$ cat config.mk
export PLATFORM = sky130hd
export DESIGN_NAME = clk_step_ctrl
export DESIGN_NICKNAME = d
export VERILOG_FILES = /design/src/rtl/clk_step_pkg.sv /design/src/rtl/btn_debounce.sv /design/src/rtl/clk_step_ctrl.sv
export SDC_FILE = /design/constraint.sdc
export NUM_CORES = 1
export LEC_CHECK = 0
export CAP_MARGIN = 10
export CORE_MARGIN = 1
export CORE_UTILIZATION = 55
export DETAILED_ROUTE_END_ITERATION = 8
export PLACE_DENSITY = 0.78
export SYNTH_ARGS = -nofsm -noshare
export SYNTH_HDL_FRONTEND = slang
export SYNTH_SLANG_ARGS = --single-unit
$ cat constraint.sdc
create_clock -name clock -period 2.3 [get_ports clock]
set_input_delay 0.69 -clock clock [delete_from_list [all_inputs] [get_ports clock]]
set_output_delay 0.69 -clock clock [all_outputs]
set_load 0.01 [all_outputs]
$ cat src/rtl/clk_step_pkg.sv
// Shared definitions for the single-step clock controller.
// State encodings are exported for display and debug logic.
package clk_step_pkg;

    typedef enum logic [1:0] {
        ST_IDLE  = 2'b00,
        ST_RUN   = 2'b01,
        ST_BURST = 2'b10
    } state_t;

    localparam int unsigned BURST_W = 16;
    localparam int unsigned CNT_W   = 32;

    // A zero-length step still advances the pipeline by one cycle.
    function automatic logic [BURST_W-1:0] burst_load(
        input logic [BURST_W-1:0] len
    );
        return (len == '0) ? BURST_W'(1) : len;
    endfunction

endpackage

$ cat src/rtl/btn_debounce.sv
// Pushbutton conditioner: 2-flop synchronizer, debouncer, rising-edge pulse.
// A button held through reset must be released before it can pulse again.
module btn_debounce #(
    parameter int unsigned DEB_CYCLES = 1000000
) (
    input  logic clock,
    input  logic rst,
    input  logic i_btn,
    output logic o_pulse
);

    localparam int unsigned CW = $clog2(DEB_CYCLES + 1);
    localparam logic [CW-1:0] CNT_LAST = CW'(DEB_CYCLES - 1);

    logic          r_s1;
    logic          r_s2;
    logic          r_level;
    logic          r_lvl_d;
    logic          r_armed;
    logic [CW-1:0] r_cnt;

    always_ff @(posedge clock) begin
        r_s1 <= i_btn;
        r_s2 <= r_s1;
    end

    always_ff @(posedge clock) begin
        if (rst) begin
            r_level <= 1'b0;
            r_lvl_d <= 1'b0;
            r_armed <= 1'b0;
            r_cnt   <= '0;
        end else begin
            r_lvl_d <= r_level;
            if (!r_s2) begin
                r_armed <= 1'b1;
            end
            if (r_s2 == r_level) begin
                r_cnt <= '0;
            end else if (r_cnt == CNT_LAST) begin
                r_level <= r_s2;
                r_cnt   <= '0;
            end else begin
                r_cnt <= r_cnt + CW'(1);
            end
        end
    end

    assign o_pulse = r_level & ~r_lvl_d & r_armed;

endmodule

$ cat src/rtl/clk_step_ctrl.sv
// Run / step / halt controller producing the pipeline clock-gate enable.
// Button commands arrive as single-cycle pulses from btn_debounce.
module clk_step_ctrl
    import clk_step_pkg::*;
#(
    parameter int unsigned DEB_CYCLES  = 1000000,
    parameter int unsigned RUN_TIMEOUT = 500000000
) (
    input  logic               clock,
    input  logic               rst,
    input  logic               btn_run,
    input  logic               btn_step,
    input  logic               btn_halt,
    input  logic [BURST_W-1:0] burst_len,
    output logic               cpu_clk_en,
    output logic [1:0]         state,
    output logic [CNT_W-1:0]   cycle_cnt,
    output logic               timeout_flag
);

    localparam logic [31:0] TO_LAST = 32'(RUN_TIMEOUT - 1);

    logic w_run;
    logic w_step;
    logic w_halt;

    btn_debounce #(.DEB_CYCLES(DEB_CYCLES)) u_run (
        .clock   (clock),
        .rst     (rst),
        .i_btn   (btn_run),
        .o_pulse (w_run)
    );

    btn_debounce #(.DEB_CYCLES(DEB_CYCLES)) u_step (
        .clock   (clock),
        .rst     (rst),
        .i_btn   (btn_step),
        .o_pulse (w_step)
    );

    btn_debounce #(.DEB_CYCLES(DEB_CYCLES)) u_halt (
        .clock   (clock),
        .rst     (rst),
        .i_btn   (btn_halt),
        .o_pulse (w_halt)
    );

    state_t             r_state;
    state_t             w_state_n;
    logic [BURST_W-1:0] r_rem;
    logic [BURST_W-1:0] w_rem_n;
    logic [31:0]        r_tcnt;
    logic [31:0]        w_tcnt_n;
    logic               r_flag;
    logic               w_flag_n;
    logic               r_en;
    logic [CNT_W-1:0]   r_cycle_cnt;

    always_comb begin
        w_state_n = r_state;
        w_rem_n   = r_rem;
        w_tcnt_n  = r_tcnt;
        w_flag_n  = r_flag;
        if ((w_run | w_step) & ~w_halt) begin
            w_flag_n = 1'b0;
        end
        unique case (r_state)
            ST_IDLE: begin
                if (w_halt) begin
                    w_state_n = ST_IDLE;
                end else if (w_run) begin
                    w_state_n = ST_RUN;
                    w_tcnt_n  = '0;
                end else if (w_step) begin
                    w_state_n = ST_BURST;
                    w_rem_n   = burst_load(burst_len);
                end
            end
            ST_RUN: begin
                w_tcnt_n = r_tcnt + 32'd1;
                if (w_halt) begin
                    w_state_n = ST_IDLE;
                end else if (r_tcnt == TO_LAST) begin
                    w_state_n = ST_IDLE;
                    w_flag_n  = 1'b1;
                end
            end
            ST_BURST: begin
                if (w_halt) begin
                    w_state_n = ST_IDLE;
                    w_rem_n   = '0;
                end else if (w_run) begin
                    w_state_n = ST_RUN;
                    w_tcnt_n  = '0;
                    w_rem_n   = '0;
                end else if (r_rem == BURST_W'(1)) begin
                    w_state_n = ST_IDLE;
                    w_rem_n   = '0;
                end else begin
                    w_rem_n = r_rem - BURST_W'(1);
                end
            end
            default: begin
                w_state_n = ST_IDLE;
                w_rem_n   = '0;
            end
        endcase
    end

    // Enable is registered alongside state so it never lags the FSM.
    always_ff @(posedge clock) begin
        if (rst) begin
            r_state     <= ST_IDLE;
            r_rem       <= '0;
            r_tcnt      <= '0;
            r_flag      <= 1'b0;
            r_en        <= 1'b0;
            r_cycle_cnt <= '0;
        end else begin
            r_state     <= w_state_n;
            r_rem       <= w_rem_n;
            r_tcnt      <= w_tcnt_n;
            r_flag      <= w_flag_n;
            r_en        <= (w_state_n != ST_IDLE);
            r_cycle_cnt <= r_cycle_cnt + {{(CNT_W-1){1'b0}}, r_en};
        end
    end

    assign cpu_clk_en   = r_en;
    assign state        = r_state;
    assign cycle_cnt    = r_cycle_cnt;
    assign timeout_flag = r_flag;

endmodule

==> out/results.ini <==
[cts]
postCtsResizedCells = 1
clk_latency_ns = 0.42
cts_tree = built
post_cts_buffers = 0
holdBufCountCts = 0
clockRootBuffer = clkbuf_16
clk_pin_slew_ns = 0.06
htree_num_levels = 4
cts.sinks = 159
numCtsBuffers = 17
cts_buffer_depth = 2

[global_route]
grt_pass1_vias = 6088
grt_pass1_wl_um = 26400
antenna_found_initial = 0
grt_use_total_pct = 24.3
grt_max_degree = 29
grt_overflow = 0

[cells_and_area]
post-route-util_pct = 68.4
fillers = 1072
final_nets = 937
antenna_cells = 0
drive_gt1_share_pct = 8.80
fin_cells = 1092
areaGrowthSynthToFinish_pct = 19.8

[sta]
finalSetupTns_ns = 0
period_minus_slack_ns = 2.23
hold_ws_ns = 0.325
slew_headroom_pct = 51.5
setup_violations = 0
slew_viol_final = 0
post-route-period-util_pct = 96.8
grt_setup_unrepaired = no
final_hold_viol_count = 0
max_freq_mhz = 449
finalClockSkew_ns = 0.00669
worstMarginPinSlew_ns = 0.722

[drt]
drt-initial-drc-count = 420
via_per_inst = 5.75
drc = 0
wire_per_inst_um = 14.4
ant_nets = 0
routed_wirelength_um = 15800
drt_first_pass_iters = 5
num_vias = 6275

[yosys]
synth-simple-area-share_pct = 29.7
synthMostInstantiatedCell = dfxtp_1
ys_seq_area_share_pct = 43.8
synth_area_per_cell_sq_um = 8.69
synth_top_family_by_area = simple AND/OR/NAND/NOR gates
synth-warning-count = 0
yosys.area.top_type_share_pct = 43.8
synth_area_leaders = dfxtp_1, nor2_1, xor2_1
synthesis.instances = 835
synthXorXnorAreaFrac_pct = 12.2
synthTopCellsByCount = dfxtp_1, nor2_1, xor2_1
synth_nets = 864
synthAdderAreaFrac_pct = 1.38
syn_area_sq_um = 7260
synth_compound_area_share_pct = 8.65
async_flop_share_pct = 0
synth_seq_cells = 159
synth_top_area_cell = dfxtp_1
synth_edf_count = 0
ys_types = 62
synthMuxAreaShare_pct = 0.758
yosys_most_used_dff = dfxtp_1

[floorplanning]
fp.coreArea_sq_um = 12700
row_count = 41
initial_utilization_pct = 57.1
dieArea_sq_um = 13700
io_pins = 57
dieHeight_um = 117
die_x_um = 117

[setup_path]
crit_path_start = state[1]$_SDFF_PP0_
cp_slowest_cell = clkdlybuf4s50_1
crit_arrival_ns = 1.54
crit_fanout = 9
crit_family = buffers and inverters
cp-start-kind = flop
crit_required_ns = 1.61
critPathKind = flop to primary output
cp_cell_sequence = clkdlybuf4s50_1
cp_num_buf_inv = 1
crit_path_end_kind = primary output
max_stage_delay_ns = 0.63
reg2reg_from = r_tcnt[7]$_SDFFE_PP0P_

[run_status]
status = finished clean

[hold_path]
hp-start = u_step.r_s1$_DFF_P_
hp-class = flop to flop

[placement]
port-buffer-count = 56
routabilityCongestion = 0.862
placedCellCount = 1061
dpl.hpwl_um = 11200

[pwr]
p_leak_nw = 3.04
ir_drop_mv = 0.585
fin_total_pwr_mw = 5.63
power.density_nw_per_um2 = 648

[run]
cap_violations = 0

==> worst paths after layout <==
check        slack, ns                       to  cells after the start
min               0.33      u_step.r_s2$_DFF_P_                      0
max reg2reg       0.16  r_tcnt[27]$_SDFFE_PP0P_                      5
min reg2reg       0.33      u_step.r_s2$_DFF_P_                      0
max               0.07                 state[1]                      1
==> logic make-up after synthesis <==
| kind of cell | Yosys count |
|---|---|
| simple gates | 411 |
| flops | 159 |
| xor+xnor | 101 |
| compound gates | 90 |
| buf+inv | 61 |
| fa+ha+maj | 8 |
| mux | 5 |
==> flip-flops by register name, indices dropped and copies added (netlist names), 2 cells and up <==
name,flops
state,2
cycle_cnt,32
u_halt.r_cnt,20
u_step.r_cnt,20
r_tcnt,32
r_rem,16
u_run.r_cnt,20
==> cells in the final DEF (no fill, tap or decap), types with 11 or more instances in the layout <==
cell and instances:
nand3_1 44, o32ai_1 11, nor4_1 29, or3_1 15, xnor2_1 45, buf_4 29, o21ai_0 11, nand4_1 37
inv_1 30, nor2_1 135, clkbuf_16 17, clkdlybuf4s50_1 55, a21oi_1 28, xor2_1 56, nand2_1 49, and3_1 19
nor3_1 21, dfxtp_1 158
==> per-stage QoR <==
step           instance area, sq um  worst slack [ns]
6_report                       8700            0.0727
5_1_grt                        8700            0.0217
4_1_cts                        8700            0.0448
3_5_place_dp                   8110             0.147
3_3_place_gp                   8110             0.173
2_1_floorplan                  7260             0.295
==> area by class of cell <==
cell class / count / area [sq um] / area share, %
tap: 172 / 215 / 2.47
clock buffer: 21 / 470 / 5.41
clock inverter: 10 / 113 / 1.29
sequential: 159 / 3180 / 36.6
inverter: 30 / 113 / 1.29
timing repair buffer: 85 / 773 / 8.89
multi-input combinational: 615 / 3830 / 44.0
==> routing by layer <==
layer / track usage [%] / vias up / part of all wire (%)
met3: 4.94 / 37 / 3.7
met2: 43.0 / 140 / 50
li1: - / 3105 / -
met1: 28.3 / 2993 / 44
met5: 0 / - / 0
met4: 11.1 / 0 / 2.5
==> power by group <==
group	total (mW)	switching [mW]	internal (mW)
clock	2.73	1.06	1.67
sequential	2.78	0.0106	2.77
combinational	0.121	0.0669	0.0544
Note: power is estimated with default switching activity, not from simulation.
